<file path="src/rtl/com_bus_pkg.sv">
// Shared types and helpers for the common-bus scheduler and its round-robin picker.
package com_bus_pkg;

  localparam int N_CORES_DEF = 4;

  typedef enum logic [1:0] {
    ST_IDLE     = 2'd0,
    ST_OWN      = 2'd1,
    ST_INV_WAIT = 2'd2
  } bus_st_e;

  // Owner index width; a single-core bus still needs a 1-bit index.
  function automatic int idx_w(input int n);
    return (n > 1) ? $clog2(n) : 1;
  endfunction

endpackage

</file>
<file path="src/rtl/com_bus_scheduler_rr_pick.sv">
// Combinational round-robin priority encoder: first set request at or after ptr, wrapping.
module rr_pick
  import com_bus_pkg::*;
#(
  parameter  int N  = N_CORES_DEF,
  localparam int IW = idx_w(N)
) (
  input  logic [N-1:0]  req,
  input  logic [IW-1:0] ptr,
  output logic [N-1:0]  gnt,
  output logic          vld
);

  logic [N-1:0] hi_mask;
  logic [N-1:0] sel;

  always_comb begin
    for (int j = 0; j < N; j++) hi_mask[j] = (IW'(j) >= ptr);
    // Requests at/above the pointer win; otherwise wrap to the lowest one.
    sel = (|(req & hi_mask)) ? (req & hi_mask) : req;
    gnt = '0;
    for (int j = N - 1; j >= 0; j--) begin
      if (sel[j]) begin
        gnt    = '0;
        gnt[j] = 1'b1;
      end
    end
    vld = |req;
  end

endmodule

</file>
<file path="src/rtl/com_bus_scheduler.sv">
// Common-bus scheduler: round-robin processor tenures, snoop/memory sub-grants,
// invalidation ack aggregation, Shared aggregation and a sticky hold watchdog.
module com_bus_scheduler
  import com_bus_pkg::*;
#(
  parameter  int N_CORES  = N_CORES_DEF,
  parameter  int MAX_HOLD = 255,
  parameter  int CNT_W    = 8,
  localparam int IW       = idx_w(N_CORES)
) (
  input  logic               clk,
  input  logic               rst_n,
  input  logic [N_CORES-1:0] Com_Bus_Req_proc,
  output logic [N_CORES-1:0] Com_Bus_Gnt_proc,
  input  logic [N_CORES-1:0] Com_Bus_Req_snoop,
  output logic [N_CORES-1:0] Com_Bus_Gnt_snoop,
  input  logic               Mem_snoop_req,
  output logic               Mem_snoop_gnt,
  input  logic               Invalidate,
  input  logic [N_CORES-1:0] Invalidation_done,
  output logic               All_Invalidation_done,
  input  logic [N_CORES-1:0] Shared_local,
  output logic               Shared,
  output logic [IW-1:0]      owner_id,
  output logic               bus_busy,
  output logic               hold_timeout
);

  localparam logic [CNT_W-1:0] HOLD_LIM = CNT_W'(MAX_HOLD);
  localparam logic [IW-1:0]    LAST_IDX = IW'(N_CORES - 1);

  bus_st_e            state_q, state_d;
  logic [IW-1:0]      rr_ptr_q, rr_ptr_d, owner_q, owner_d, pick_idx;
  logic [N_CORES-1:0] gnt_proc_q, gnt_proc_d, gnt_snoop_q, gnt_snoop_d;
  logic [N_CORES-1:0] inv_mask_q, inv_mask_d, mask_nxt;
  logic [N_CORES-1:0] pick_oh, snp_oh;
  logic               pick_vld, snp_vld, own_req;
  logic               mem_gnt_q, mem_gnt_d, all_inv_q, all_inv_d;
  logic               shared_q, shared_d, timeout_q, timeout_d;
  logic [CNT_W-1:0]   cnt_q, cnt_d;

  rr_pick #(.N(N_CORES)) u_proc_pick (
    .req(Com_Bus_Req_proc), .ptr(rr_ptr_q), .gnt(pick_oh), .vld(pick_vld)
  );

  // Fixed-priority snoop pick (pointer pinned at 0); the owner's own snoop port is masked.
  rr_pick #(.N(N_CORES)) u_snoop_pick (
    .req(Com_Bus_Req_snoop & ~gnt_proc_q), .ptr('0), .gnt(snp_oh), .vld(snp_vld)
  );

  assign own_req = |(Com_Bus_Req_proc & gnt_proc_q);

  always_comb begin
    state_d     = state_q;
    rr_ptr_d    = rr_ptr_q;
    owner_d     = owner_q;
    gnt_proc_d  = gnt_proc_q;
    gnt_snoop_d = gnt_snoop_q;
    mem_gnt_d   = mem_gnt_q;
    inv_mask_d  = inv_mask_q;
    cnt_d       = cnt_q;
    timeout_d   = timeout_q;
    all_inv_d   = 1'b0;
    mask_nxt    = inv_mask_q | (Invalidation_done & ~gnt_proc_q);
    pick_idx    = '0;
    for (int j = 0; j < N_CORES; j++) if (pick_oh[j]) pick_idx = IW'(j);

    if (state_q != ST_IDLE) begin
      if (cnt_q != '1) cnt_d = cnt_q + 1'b1;
      if (cnt_d >= HOLD_LIM) timeout_d = 1'b1;
      // A new sub-grant is only considered when none is active, which leaves one gap cycle.
      if (|gnt_snoop_q) begin
        if (!(|(Com_Bus_Req_snoop & gnt_snoop_q))) gnt_snoop_d = '0;
      end else if (mem_gnt_q) begin
        if (!Mem_snoop_req) mem_gnt_d = 1'b0;
      end else if (snp_vld) begin
        gnt_snoop_d = snp_oh;
      end else if (Mem_snoop_req && state_q == ST_OWN) begin
        mem_gnt_d = 1'b1;
      end
    end

    case (state_q)
      ST_IDLE: begin
        if (pick_vld) begin
          state_d    = ST_OWN;
          gnt_proc_d = pick_oh;
          owner_d    = pick_idx;
          cnt_d      = '0;
        end
      end
      ST_OWN: begin
        if (own_req && Invalidate) state_d = ST_INV_WAIT;
      end
      ST_INV_WAIT: begin
        if (!Invalidate) begin
          inv_mask_d = '0;
          state_d    = ST_OWN;
        end else if (&(mask_nxt | gnt_proc_q)) begin
          all_inv_d  = 1'b1;
          inv_mask_d = '0;
          state_d    = ST_OWN;
        end else begin
          inv_mask_d = mask_nxt;
        end
      end
      default: state_d = ST_IDLE;
    endcase

    if (state_q != ST_IDLE && !own_req) begin
      state_d     = ST_IDLE;
      gnt_proc_d  = '0;
      gnt_snoop_d = '0;
      mem_gnt_d   = 1'b0;
      inv_mask_d  = '0;
      all_inv_d   = 1'b0;
      rr_ptr_d    = (owner_q == LAST_IDX) ? '0 : owner_q + 1'b1;
    end

    shared_d = (state_d != ST_IDLE) && (|(Shared_local & ~gnt_proc_d));
  end

  always_ff @(posedge clk or negedge rst_n) begin
    if (!rst_n) begin
      state_q     <= ST_IDLE;
      rr_ptr_q    <= '0;
      owner_q     <= '0;
      gnt_proc_q  <= '0;
      gnt_snoop_q <= '0;
      mem_gnt_q   <= 1'b0;
      inv_mask_q  <= '0;
      all_inv_q   <= 1'b0;
      shared_q    <= 1'b0;
      cnt_q       <= '0;
      timeout_q   <= 1'b0;
    end else begin
      state_q     <= state_d;
      rr_ptr_q    <= rr_ptr_d;
      owner_q     <= owner_d;
      gnt_proc_q  <= gnt_proc_d;
      gnt_snoop_q <= gnt_snoop_d;
      mem_gnt_q   <= mem_gnt_d;
      inv_mask_q  <= inv_mask_d;
      all_inv_q   <= all_inv_d;
      shared_q    <= shared_d;
      cnt_q       <= cnt_d;
      timeout_q   <= timeout_d;
    end
  end

  assign Com_Bus_Gnt_proc      = gnt_proc_q;
  assign Com_Bus_Gnt_snoop     = gnt_snoop_q;
  assign Mem_snoop_gnt         = mem_gnt_q;
  assign All_Invalidation_done = all_inv_q;
  assign Shared                = shared_q;
  assign owner_id              = owner_q;
  assign bus_busy              = (state_q != ST_IDLE);
  assign hold_timeout          = timeout_q;

endmodule

</file>
<file path="config.mk">
export PLATFORM = sky130hd
export DESIGN_NAME = com_bus_scheduler
export DESIGN_NICKNAME = d
export VERILOG_FILES = /design/src/rtl/com_bus_pkg.sv /design/src/rtl/com_bus_scheduler_rr_pick.sv /design/src/rtl/com_bus_scheduler.sv
export SDC_FILE = /design/constraint.sdc
export NUM_CORES = 1
export LEC_CHECK = 0
export ABC_AREA = 0
export BUFFER_PORTS_ARGS = -buffer_cell sky130_fd_sc_hd__buf_2
export CAP_MARGIN = 40
export CORE_MARGIN = 4
export CORE_UTILIZATION = 60
export CTS_CLUSTER_DIAMETER = 100
export DETAILED_ROUTE_END_ITERATION = 6
export GPL_TIMING_DRIVEN = 0
export PLACE_DENSITY = 0.85
export SLEW_MARGIN = 0
export SYNTH_ARGS = -nofsm -noshare
export SYNTH_HDL_FRONTEND = slang
export SYNTH_HIERARCHICAL = 1
export SYNTH_SLANG_ARGS = --single-unit
</file>
<file path="constraint.sdc">
create_clock -name clk -period 2.61 [get_ports clk]
set_input_delay 0.783 -clock clk [delete_from_list [all_inputs] [get_ports clk]]
set_output_delay 0.783 -clock clk [all_outputs]
set_load 0.1 [all_outputs]
</file>
== After elaboration in Yosys (flattened, before gate mapping) ==
Cells that the tools add are included.
Widths: inputs -> output; s select.
Word-level totals
  output and inout bits: 15
  flip-flop bits (word level): 30
  ROM bits: 0
  memory bits (writable): 0
  input bits: 20
  logic and storage cells: 106
  memories kept: 0
  latch bits: 0
Operators by class
  mux-type cells: 48
  add/sub/neg operators: 2
  order comparisons: 5
  reduce and logical (&&, ||, !) cells: 23
  div/mod/pow operators: 0
  multipliers: 0
  bitwise gates (word level): 10
  eq/ne operators: 7
  shifts and indexed selects: 0
Operators by type and width (count)
  $mux 4: 22
  $mux 8: 5
  $reduce_or 4->1: 7
  $and 4x4->4: 6
  $mux 2: 8
  $mux 1: 12
  $add 8x1->8 const B: 1
  $ge 8x8->1 const B: 1
  $ne 8x8->1 const B: 1
  $not 4->4: 2
  $or 4x4->4: 2
  $reduce_and 4->1: 2
  $reduce_bool 2->1: 4
  $pmux 2 s3: 1
  $reduce_and 2->1: 3
  $eq 2x2->1 const B: 2
  $ge 1x2->1 const A: 2
  $ge 2x2->1 const A: 2
  $logic_and 1x1->1: 4
  $ne 3x1->1 const B: 1
  $ne 3x2->1 const B: 1
  $reduce_bool 3->1: 1
  $add 2x1->2 const B: 1
  $eq 2x1->1 const B: 1
  other kinds (3): 3

== Depth between registers and ports, before layout ==
  depth in word-level cells: 15
  mapped depth: 7
  gate-level depth less buffers: 7

== Cells and area by module ==
Netlist, hierarchy kept.
By module, submodules not included
  com_bus_scheduler: cells an instance 178, area an instance 1737.9 sq um, sequential area each 750.7 sq um, times used 1
  rr_pick: cells an instance 21, area an instance 117.6 sq um, sequential area each 0.0 sq um, times used 2

== Worst setup path after synthesis ==
No wires, ideal clock.
  kind: reg-to-reg
  start: register gnt_proc_q[0], in the netlist Com_Bus_Gnt_proc[0]
  end: register gnt_snoop_q[0], in the netlist Com_Bus_Gnt_snoop[0]
  arrival: 2.001 ns
  path buffers: 0
  period minus slack after synthesis: 2.132 ns
  stages on the path, launching flop included: 8
  slack: 0.478 ns
  library setup time: 0.132 ns
  path through: dfrtp_1 nor2b_1 nor2_1 nand2_1 and2b_1 o211ai_2 a21oi_2 mux2i_1
Between the ends
  elaborated cells on any way between the ends: 18
RTL lines
  from (decl): RTL line com_bus_scheduler.sv:34  | logic [N_CORES-1:0] gnt_proc_q, gnt_proc_d, gnt_snoop_q, gnt_snoop_d;
  from (signal assigned): RTL line com_bus_scheduler.sv:140  | gnt_proc_q <= gnt_proc_d;
  $not 4->4: RTL line com_bus_scheduler.sv:48  | .req(Com_Bus_Req_snoop & ~gnt_proc_q), .ptr('0), .gnt(snp_oh), .vld(snp_vld)
  $and 4x4->4: RTL line com_bus_scheduler.sv:48
  $reduce_or 4->1
  via snp_vld: RTL line com_bus_scheduler.sv:37  | logic pick_vld, snp_vld, own_req;
  $reduce_bool 3->1 (no line)
  $reduce_and 4->1 (no line)
  to (signal assigned): RTL line com_bus_scheduler.sv:141  | gnt_snoop_q <= gnt_snoop_d;
  to (decl): RTL line com_bus_scheduler.sv:34
The timed path passes the listed nets, and every way through them passes these cells. The select of a mux whose other input is x is not followed.
A chain may end at the register's enable or synchronous reset.

== Worst setup path after layout ==
  start: register state_q[0]
  end: output bus_busy
Between the ends
  cells in the longest elaborated chain, start to end: 1
RTL lines
  from (decl): RTL line com_bus_scheduler.sv:32  | bus_st_e state_q, state_d;
  from (signal assigned): RTL line com_bus_scheduler.sv:137  | state_q <= state_d;
  $reduce_bool 2->1: RTL line com_bus_scheduler.sv:157  | assign bus_busy = (state_q != ST_IDLE);
  to (decl): RTL line com_bus_scheduler.sv:25  | output logic bus_busy,
Every way passes these cells.

==> metrics.csv <==
metric,value,unit
grt_max_degree,31,
yosysWarnings,6,
firstDrtPassIters,5,
cts-resized-gates,0,
clk_path_buf_depth,2,
drive_gt1_share,24.5,%
die_y,65.3,µm
drt_iter0_drc,136,
numCtsBuffers,5,
power,2.72,mW
worstPathMaxFanout,10,
maxCapViolCount,0,
die_width,65.3,µm
internal-power,1.18,mW
final_util,73.9,%
p_leak,1.09,nW
post-route-period-util,92.6,%
fillers,270,
pre_cts_slack,0.225,ns
cts.htree.levels,2,
ioPinCount,35,
r2r_start,Com_Bus_Gnt_proc[0]$_DFF_PN0_,
routed_wl,4.52,mm
grt_first_pass_wirelength,7.86,mm
slew_headroom,41.6,%
hold_start,hold_timeout$_DFFE_PN0P_,
max_freq,414,MHz
syn_area_per_cell,8.97,µm²
num_antenna_cells,0,
cts_tree,built,
multi_input_area,1160,µm²
synth_edf_count,0,
outcome,"complete, no violations",
wl_per_cell,14.2,µm
place.gp.congestion,0.798,
synthArstFlopShare,100,%
p_comb_share,61.9,%
postCtsHoldBufs,0,
crit_start,state_q[0]$_DFF_PN0_,
skew,0.00887,ns
pwr-share-clk,9.1,%
r2r_slack,0.73,ns
regArea,751,µm²
grt-ovfl-total,0,
vias,1857,
syn-cell-area,1970,µm²
post_cts_buffers,0,
vdd_drop_max,814,µV
holdCritPathClass,register to register,
final_hold_viol_count,0,
crit_required,1.83,ns
power_frac_seq,29.0,%
dieArea,4270,µm²
setup.worst_path.class,register to primary output,
grtUsageTotal,23.8,%
cp.arrival,1.63,ns
setup_viol_count_final,0,
viasPerCell,5.86,
post-route-min-period,2.42,ns
synth_ff_type,dfrtp_1,
clock_latency,0.33,ns
ant_nets,0,
switching_power,1.54,mW
final_max_slew_viol_count,0,
nNetsFinal,295,
core,3100,µm²
yosysSeqAreaShare,38.0,%
syn2layout_area_growth,16.2,%
root_buffer,clkbuf_4,
antenna_found_initial,0,
p_per_area,1180,nW/µm²
end_kind,primary output,
post-dp-hpwl,3.46,mm
worst_slack,0.192,ns
fp-row-count,20,
rsz0062_at_grt,no,
clock_sinks,30,
grt_pass1_vias,1771,
netSwitchingFraction,56.5,%
synthCells,220,
start_kind,register,
yosys.cell_types.count,55,
clk_pin_slew,0.09,ns
worst_slew_pin_slew,0.868,ns
synth-seq-cells,30,
drcViolationCount,0,
initial_utilization,63.6,%
setup_tns,0,ns
numPortBuffers,34,
kinds of logic (layout without fill, tap and decap cells):
kind of cell	Yosys count	in the layout	share of synthesized area, %
buffers and inverters	28	69	5.83
and+or+nand+nor	71	71	18.4
xor gates and xnor gates	1	1	0.444
AOI/OAI and AO/OA	77	77	30.6
other	1	13	0.190
adders and majority gates	2	2	1.27
muxes	10	10	5.20
DFF	30	30	38.0
metrics by stage:
step                      cell area (µm²)  hold WS, ns  std cells
after floorplan                      2020        0.487        232
after global placement               2240        0.447        310
after detailed placement             2240        0.458        310
after CTS                            2290        0.478        317
after global routing                 2290        0.493        317
final                                2290        0.467        317
sequential cells by signal, summed over array words and instances (netlist names):
name / flops
All_Invalidation_done: 1
Com_Bus_Gnt_proc: 4
Com_Bus_Gnt_snoop: 4
Mem_snoop_gnt: 1
Shared: 1
cnt_q: 8
hold_timeout: 1
inv_mask_q: 4
owner_id: 2
rr_ptr_q: 2
state_q: 2
path summary, 6_finish.rpt:
check / to / depth (start not counted)
min in group asynchronous: state_q[1]$_DFF_PN0_ / 1
worst min-delay path: hold_timeout$_DFFE_PN0P_ / 1
worst max register to register: Com_Bus_Gnt_snoop[0]$_DFFE_PN0P_ / 7
worst max-delay path: bus_busy / 4
worst min register to register: hold_timeout$_DFFE_PN0P_ / 1
max in group asynchronous: Com_Bus_Gnt_snoop[3]$_DFFE_PN0P_ / 1
synth_stat cells (all sizes together), types with 6 or more instances:
| master | n | share of area (%) |
|---|---|---|
| nand2 | 15 | 2.9 |
| a21oi | 17 | 4.5 |
| nand3 | 9 | 2.5 |
| nor2 | 21 | 4.1 |
| a22oi | 8 | 4.0 |
| mux2i | 8 | 4.1 |
| inv | 24 | 4.6 |
| a31oi | 9 | 2.9 |
| o21ai | 7 | 2.0 |
| dfrtp | 30 | 38 |
| nor2b | 6 | 1.9 |
critical path, stage by stage (launching register included):
cell and delay [ns]:
dfrtp_1 0.45, buf_6 0.17, nor2_4 0.25, inv_2 0.13
buf_2 0.31
final cells by class:
cell class,instances,share of cell area (%)
inverter,24,3.93
buffer,4,1.09
clock buffer,7,1.96
tap,44,2.40
multi-input combinational,174,50.5
sequential,30,32.7
timing repair buffer,34,7.42
metal layers:
metal | up-vias | share of wire [%] | track usage [%]
li1 | 917 | - | -
met1 | 880 | 44 | 28.9
met2 | 54 | 50 | 40.3
met3 | 6 | 5.4 | 6.67
met4 | 0 | 1.1 | 8.03
met5 | - | 0 | 0
cells in the final DEF, fill, tap and decap left out, types with 3 or more instances in the layout:
master,synthesis,routed
a21oi_1,16,16
a22oi_1,6,6
a31o_2,3,3
a31oi_1,9,9
and3_1,3,3
buf_2,2,36
clkbuf_1,1,3
clkbuf_4,0,5
conb_1,1,13
dfrtp_1,30,30
inv_1,21,21
inv_2,3,3
mux2i_1,8,8
nand2_1,15,15
nand2b_1,4,4
nand3_1,8,8
nor2_1,20,20
nor2b_1,6,6
o2111ai_1,4,4
o21a_1,3,3
o21ai_0,6,6
o32ai_1,3,3
or3_1,3,3
power by group through the flow:
stage	Clock, mW	Sequential [mW]	Combinational (mW)
global placement	0	0.786	1.64
finish	0.246	0.788	1.68
floorplan	0	1.23	0.894
CTS	0.255	0.784	1.67
global route	0.278	0.810	1.81
detailed placement	0	0.793	1.67
(Power assumes the default switching activity.)
